File: config.mk
export PLATFORM = sky130hd
export DESIGN_NAME = word_serializer
export DESIGN_NICKNAME = d
export VERILOG_FILES = /design/src/rtl/word_serializer_pkg.sv /design/src/rtl/shift_reg_piso.sv /design/src/rtl/word_serializer.sv
export SDC_FILE = /design/constraint.sdc
export NUM_CORES = 1
export LEC_CHECK = 0
export ABC_CLOCK_PERIOD_IN_PS = 1200
export CORE_ASPECT_RATIO = 0.9
export CORE_MARGIN = 5
export CORE_UTILIZATION = 30
export DETAILED_ROUTE_END_ITERATION = 6
export SYNTH_ARGS = -nofsm -noshare
export SYNTH_HDL_FRONTEND = slang
export SYNTH_SLANG_ARGS = --single-unit
File: constraint.sdc
create_clock -name clock -period 1.2 [get_ports clock]
set_input_delay 0.24 -clock clock [delete_from_list [all_inputs] [get_ports clock]]
set_output_delay 0.24 -clock clock [all_outputs]
set_load 0.1 [all_outputs]
File: src/rtl/word_serializer_pkg.sv
// Shared constants for the word serializer: FSM state encoding and
// counter width helpers used by the top module and its shift register.
package word_serializer_pkg;

  localparam logic [1:0] S_IDLE  = 2'b00;
  localparam logic [1:0] S_SHIFT = 2'b01;
  localparam logic [1:0] S_GAP   = 2'b10;

  // The gap counter covers idle gaps of 0..15 cycles.
  localparam int GAP_CNT_W = 4;

  // Bit counter width: enough bits to hold WIDTH-1, never narrower than 1.
  function automatic int cnt_width(input int width);
    return (width > 1) ? $clog2(width) : 1;
  endfunction

endpackage

File: src/rtl/shift_reg_piso.sv
// Parallel-in serial-out shift register. A load takes priority over a
// shift, and the bit at the output end is exposed combinationally.
module shift_reg_piso
  import word_serializer_pkg::*;
#(
  parameter int WIDTH     = 8,
  parameter bit MSB_FIRST = 1'b1
) (
  input  logic             clock,
  input  logic             reset,
  input  logic             load,
  input  logic [WIDTH-1:0] load_data,
  input  logic             shift,
  output logic             out_bit
);

  logic [WIDTH-1:0] shreg;
  logic [WIDTH-1:0] shifted;

  if (MSB_FIRST) begin : g_msb_first
    assign shifted = {shreg[WIDTH-2:0], 1'b0};
    assign out_bit = shreg[WIDTH-1];
  end else begin : g_lsb_first
    assign shifted = {1'b0, shreg[WIDTH-1:1]};
    assign out_bit = shreg[0];
  end

  // Hold, load a new word, or move the next bit toward the output end.
  always_ff @(posedge clock) begin
    if (reset) begin
      shreg <= '0;
    end else if (load) begin
      shreg <= load_data;
    end else if (shift) begin
      shreg <= shifted;
    end
  end

endmodule

File: src/rtl/word_serializer.sv
// Word serializer: accepts one word per handshake, emits it one bit per
// clock with x_valid, then holds the line at IDLE_BIT for GAP cycles.
// All outputs depend only on registered state, never on load_valid.
module word_serializer
  import word_serializer_pkg::*;
#(
  parameter int WIDTH     = 8,
  parameter bit MSB_FIRST = 1'b1,
  parameter int GAP       = 0,
  parameter bit IDLE_BIT  = 1'b0
) (
  input  logic             clock,
  input  logic             reset,
  input  logic             load_valid,
  input  logic [WIDTH-1:0] load_data,
  output logic             load_ready,
  output logic             x_out,
  output logic             x_valid,
  output logic             busy,
  output logic             done
);

  localparam int CW = cnt_width(WIDTH);
  localparam logic [CW-1:0] LAST_CNT = CW'(WIDTH - 1);
  localparam logic HAS_GAP = (GAP > 0);
  localparam logic [GAP_CNT_W-1:0] GAP_LOAD = (GAP > 0) ? GAP_CNT_W'(GAP - 1) : '0;

  logic [1:0]           state;
  logic [CW-1:0]        bit_cnt;
  logic [GAP_CNT_W-1:0] gap_cnt;
  logic                 handshake;
  logic                 last_bit;
  logic                 gap_end;
  logic                 shift_en;
  logic                 data_bit;

  assign last_bit   = (state == S_SHIFT) && (bit_cnt == '0);
  assign gap_end    = (state == S_GAP) && (gap_cnt == '0);
  assign load_ready = (state == S_IDLE) || (last_bit && !HAS_GAP) || gap_end;
  assign handshake  = load_valid && load_ready;
  assign shift_en   = (state == S_SHIFT);

  assign x_valid = (state == S_SHIFT);
  assign x_out   = (state == S_SHIFT) ? data_bit : IDLE_BIT;
  assign busy    = (state != S_IDLE);
  assign done    = last_bit;

  shift_reg_piso #(
    .WIDTH     (WIDTH),
    .MSB_FIRST (MSB_FIRST)
  ) u_shreg (
    .clock     (clock),
    .reset     (reset),
    .load      (handshake),
    .load_data (load_data),
    .shift     (shift_en),
    .out_bit   (data_bit)
  );

  // Sequence IDLE -> SHIFT -> (GAP) -> IDLE/SHIFT, reloading counters on each transition.
  always_ff @(posedge clock) begin
    if (reset) begin
      state   <= S_IDLE;
      bit_cnt <= '0;
      gap_cnt <= '0;
    end else begin
      case (state)
        S_IDLE: begin
          if (handshake) begin
            state   <= S_SHIFT;
            bit_cnt <= LAST_CNT;
          end
        end
        S_SHIFT: begin
          if (bit_cnt != '0) begin
            bit_cnt <= bit_cnt - CW'(1);
          end else if (HAS_GAP) begin
            state   <= S_GAP;
            gap_cnt <= GAP_LOAD;
          end else if (handshake) begin
            bit_cnt <= LAST_CNT;
          end else begin
            state <= S_IDLE;
          end
        end
        S_GAP: begin
          if (gap_cnt != '0) begin
            gap_cnt <= gap_cnt - GAP_CNT_W'(1);
          end else if (handshake) begin
            state   <= S_SHIFT;
            bit_cnt <= LAST_CNT;
          end else begin
            state <= S_IDLE;
          end
        end
        default: begin
          state <= S_IDLE;
        end
      endcase
    end
  end

endmodule

## After elaboration in Yosys (flattened, before gate mapping)

Index checks and enable logic that the tools add are counted.
W data, S select, Z words.

| cells by class | value |
|---|---|
| multiplexer cells | 13 |
| equality and inequality tests | 6 |
| $add $sub $neg | 2 |
| reductions and logical operators | 16 |

Operators by type and width:

| kind | number |
|---|---|
| $mux W8 | 2 |
| $mux W3 | 3 |
| $pmux W3 S3 | 1 |
| $mux W2 | 4 |
| $ne A2 B2 Y1 const B | 4 |
| $pmux W2 S3 | 1 |
| $reduce_bool A3 Y1 | 2 |
| $logic_not A4 Y1 | 1 |
| $reduce_and A2 Y1 | 2 |
| $reduce_and A4 Y1 | 1 |
| $reduce_bool A2 Y1 | 2 |
| $reduce_bool A4 Y1 | 1 |
| $sub A4 B1 Y4 const B | 1 |
| $logic_and A1 B1 Y1 | 3 |
| $logic_not A3 Y1 | 1 |
| $sub A3 B1 Y3 const B | 1 |
| $eq A2 B1 Y1 const B | 1 |
| $eq A2 B2 Y1 const B | 1 |
| $logic_not A2 Y1 | 1 |
| $logic_or A1 B1 Y1 | 2 |
| $mux W1 | 2 |

| word-level totals | value |
|---|---|
| logic and storage cells | 41 |
| bits in registers | 17 |

## Depth between registers and ports, before layout

| depth | value |
|---|---|
| word-level depth | 8 |
| gate-level depth with buffers | 6 |
| mapped depth without buffers | 5 |

## Hierarchy

From an unflattened synthesis, not the netlist that was laid out.

| unflattened totals | value |
|---|---|
| cells, all modules | 61 |
| area total of the unflattened synthesis | 609.3 µm² |

By module, submodules not included:

| module | cells an instance | seq. area each (µm²) | instances | area each (µm²) |
|---|---|---|---|---|
| shift_reg_piso | 35 | 160.2 | 1 | 369.1 |
| word_serializer | 26 | 80.1 | 1 | 240.2 |

## Worst setup path before layout

OpenSTA, ideal clock, no wires.

| timing path | value |
|---|---|
| path type | reg2out |
| start point | reg state[0] |
| end point | out done |
| data required time | 0.960 ns |
| cell stages (with the launch flop) | 3 |
| setup slack | -1.592 ns |
| buffers on the path | 0 |
| arrival time | 2.552 ns |
| cell sequence | dfxtp_1 > inv_1 > nor2_1 |

| between the ends | value |
|---|---|
| word-level cells in the longest chain between the ends | 2 |

RTL lines:

| what | line | RTL |
|---|---|---|
| from (decl) | word_serializer.sv:28 | `logic [1:0] state;` |
| from (signal assigned) | word_serializer.sv:63 | `state <= S_IDLE;` |
| from (signal assigned) | word_serializer.sv:70 | `state <= S_SHIFT;` |
| from (signal assigned) | word_serializer.sv:78 | `state <= S_GAP;` |
| $eq A2 B1 Y1 | word_serializer.sv:37 | `assign last_bit = (state == S_SHIFT) && (bit_cnt == '0);` |
| $logic_and A1 B1 Y1 | word_serializer.sv:37 |  |
| to (decl) | word_serializer.sv:20 | `output logic done` |

No other way between the ends.

## Worst setup path after layout

| timing path | value |
|---|---|
| start point | reg bit_cnt[0] |
| end point | out done |

| between the ends | value |
|---|---|
| word-level cells in the longest chain between the ends | 2 |

RTL lines:

| what | line | RTL |
|---|---|---|
| from (decl) | word_serializer.sv:29 | `logic [CW-1:0] bit_cnt;` |
| from (signal assigned) | word_serializer.sv:76 | `bit_cnt <= bit_cnt - CW'(1);` |
| $logic_not A3 Y1 | word_serializer.sv:37 |  |
| $logic_and A1 B1 Y1 | word_serializer.sv:37 |  |

No other way between the ends.

==> results_dict.tcl <==
set metrics [dict create \
    die_w_um 62.3 \
    grt-ovfl-total 0 \
    synth_top_area_cell "dfxtp_1" \
    outcome "finished, violations left" \
    die_area_mm2 0.00355 \
    cp-start-kind "register" \
    synth-seq-area-share_pct 32.5 \
    syn_nets 95 \
    avgRoutedWirePerCell_um 13.4 \
    track_usage_pct 11.3 \
    layout.nets 126 \
    initial_utilization_pct 30.7 \
    core_mm2 0.00240 \
    cts_root_buf "clkbuf_4" \
    portBuffers 15 \
    crit_chain "inv_2, ha_4, nand2b_4, nor2_4, buf_12" \
    gp_congestion 0.751 \
    finalHoldViolCount 0 \
    postRouteWirelength_um 1880 \
    cp_max_fo 3 \
    rsz0062_at_grt "yes" \
    final_cell_mix "buf_4 (14), dfxtp_1 (9), clkdlybuf4s50_1 (9)" \
    htreeDepth 1 \
    maxCapViolCount 0 \
    grt_pass1_wl_um 3270 \
    finalSetupViolations 16 \
    use_met1_pct 14.4 \
    yosys_warnings 0 \
    finalClockSkew_ns 0.00548 \
    critPathMaxStageDelay_ns 0.33 \
    top_usage_layer "met2" \
    place.detailed.hpwl_um 1190 \
    violations "negative setup slack" \
    holdCritPathClass "reg -> reg" \
    path_clk_slew_ns 0.08 \
    insertion_delay_ns 0.27 \
    vias 698 \
    finalCriticalPeriod_ns 1.42 \
    grt_max_degree 11 \
    gr-usage-met3_pct 3.54 \
    drc 0 \
    critPathArrivalTime_ns 1.18 \
    synth.distinct_cells 27 \
    numCtsBuffers 3 \
    tightest_slew_ns 0.255 \
    crit_required_ns 0.96 \
    cts_max_path_buffers 2 \
    avgSynthCellArea_um2 9.00 \
    netlist.area_leader.share_pct 32.5 \
    setup_ws_ns -0.218 \
    area_growth_pct 65.1 \
    via_per_inst 4.99 \
    syn_inst 82 \
    final_common_cell "buf_4" \
    cts.sinks 12 \
    first_pass_iters 4 \
    diodes 0 \
    synth_area_um2 738 \
    crit_slowest_cell "dfxtp_2" \
    tritoncts "yes" \
    drv_slew 0 \
    ant_nets 0 \
    ctsHoldBuffers 0 \
    crit_family "flip-flops" \
    regArea_um2 246 \
    fp-row-count 17 \
    crit_path_end_kind "primary output" \
    p_total_mw 1.35 \
    synth_area_leaders "dfxtp_1 (33%), mux2i_1 (11%), a2111oi_2 (6.1%), nand2b_1 (4.2%), a21oi_1 (3.4%)" \
    worst-setup-path-type "reg -> out" \
    pre_cts_ws_ns -0.366 \
    synth-seq-cells 12 \
    die_height_um 57.1 \
    p_leak_nw 0.495 \
    p_per_area_mw_per_mm2 1100 \
    critPathBufInv 2 \
    grt.met2_usage_pct 18.2 \
    grt_antenna_before_repair 0 \
    drt_iter0_markers 16 \
    ioPinCount 16 \
    final_layout_size_suffix_gt1_share_pct 46.4 \
    multiInputGateArea_um2 499 \
    max_clock_freq_mhz 705 \
    slew_headroom_pct 83.0 \
    fillers 216 \
    grt_pass1_vias 717 \
    max-vdd-ir-drop_mv 0.709 \
    period_share_pct 118 \
]
[synthesized netlist by cell type]
cell / number
nand2_1: 3
o21ai_0: 3
o21a_1: 3
nor2b_1: 1
nor3_1: 3
a211oi_1: 2
a21oi_1: 5
buf_2: 3
clkbuf_1: 1
buf_4: 2
inv_1: 5
nand3b_1: 1
a2111oi_2: 3
o221a_2: 2
a311oi_1: 1
nor3b_1: 3
ha_1: 2
nand2b_1: 5
mux2_2: 2
buf_6: 1
or3_1: 1
mux2i_1: 8
nor2_1: 5
dfxtp_1: 12
a31o_2: 1
o22ai_1: 3
and2_1: 1
[flip-flops by register name, summed over array words and instances, names as in the netlist]
register and count:
u_shreg.shreg 8, bit_cnt 3, state 1
[per-layer routing]
metal / vias up / routed length, µm / part of all wire [%]
met5: - / 0 / 0
met4: 0 / 12 / 0.64
met3: 2 / 67 / 3.6
met2: 11 / 867 / 46
met1: 328 / 926 / 49
li1: 357 / - / -
[cell families (layout without fill, tap and decap cells)]
group / after synthesis / after routing / synth area share (%)
AOI/OAI and AO/OA: 23 / 23 / 24.6
adders and majority gates: 2 / 2 / 3.39
buffers and inverters: 12 / 42 / 8.64
DFF: 12 / 12 / 32.5
muxes: 10 / 10 / 13.9
and+or+nand+nor: 23 / 23 / 17.0
[area by class of cell]
type	instances	area share, %
multi-input combinational	58	41.0
timing repair buffer	33	31.4
sequential	12	20.2
clock buffer	4	2.98
tap	28	2.87
inverter	5	1.54
[metrics by stage]
step / area [µm²] / setup TNS, ns / cells / hold WS (ns) / util, %
finish: 1220 / -1.54 / 140 / 0.537 / 50.7
global route: 1220 / -2.65 / 140 / 0.558 / 50.7
CTS: 1160 / -1.42 / 137 / 0.541 / 48.2
detailed placement: 1040 / -3.40 / 126 / 0.500 / 43.3
global placement: 1040 / -3.14 / 126 / 0.490 / 43.3
floorplan: 793 / -0.670 / 82 / 0.316 / -
[power by group]
part	total, mW	internal, mW	switching [mW]	leakage [nW]
Clock	0.324	0.184	0.139	0.0210
Sequential	0.469	0.439	0.0295	0.100
Combinational	0.554	0.276	0.277	0.374
Total	1.35	0.900	0.446	0.495
[worst reg2reg max path, delay by kind of cell, from the launching register on]
kind | cells | cell delay [ns]
AOI/OAI and AO/OA | 1 | 0.28
adders and majority gates | 1 | 0.15
buffers and inverters | 3 | 0.41
DFF | 1 | 0.33
and+or+nand+nor | 1 | 0.07
[timing repair]
item | 4_1_cts | 5_1_grt
buffers inserted | 6 | 3
gates cloned | 1 | 0
hold endpoints to repair | 0 | 0
endpoints found under the setup margin | 14 | 17
pin swaps | 9 | 2
resized for setup | 4 | 8
[final timing paths]
kind                            startpoint                             to  slack [ns]  cells after the start
max                  bit_cnt[0]$_SDFF_PP0_                           done       -0.22                      5
max reg2reg          bit_cnt[0]$_SDFF_PP0_  u_shreg.shreg[7]$_SDFFE_PP0P_       -0.14                      6
min reg2reg  u_shreg.shreg[3]$_SDFFE_PP0P_  u_shreg.shreg[4]$_SDFFE_PP0P_        0.54                      1
min          u_shreg.shreg[3]$_SDFFE_PP0P_  u_shreg.shreg[4]$_SDFFE_PP0P_        0.54                      1
(Power assumes the default switching activity.)
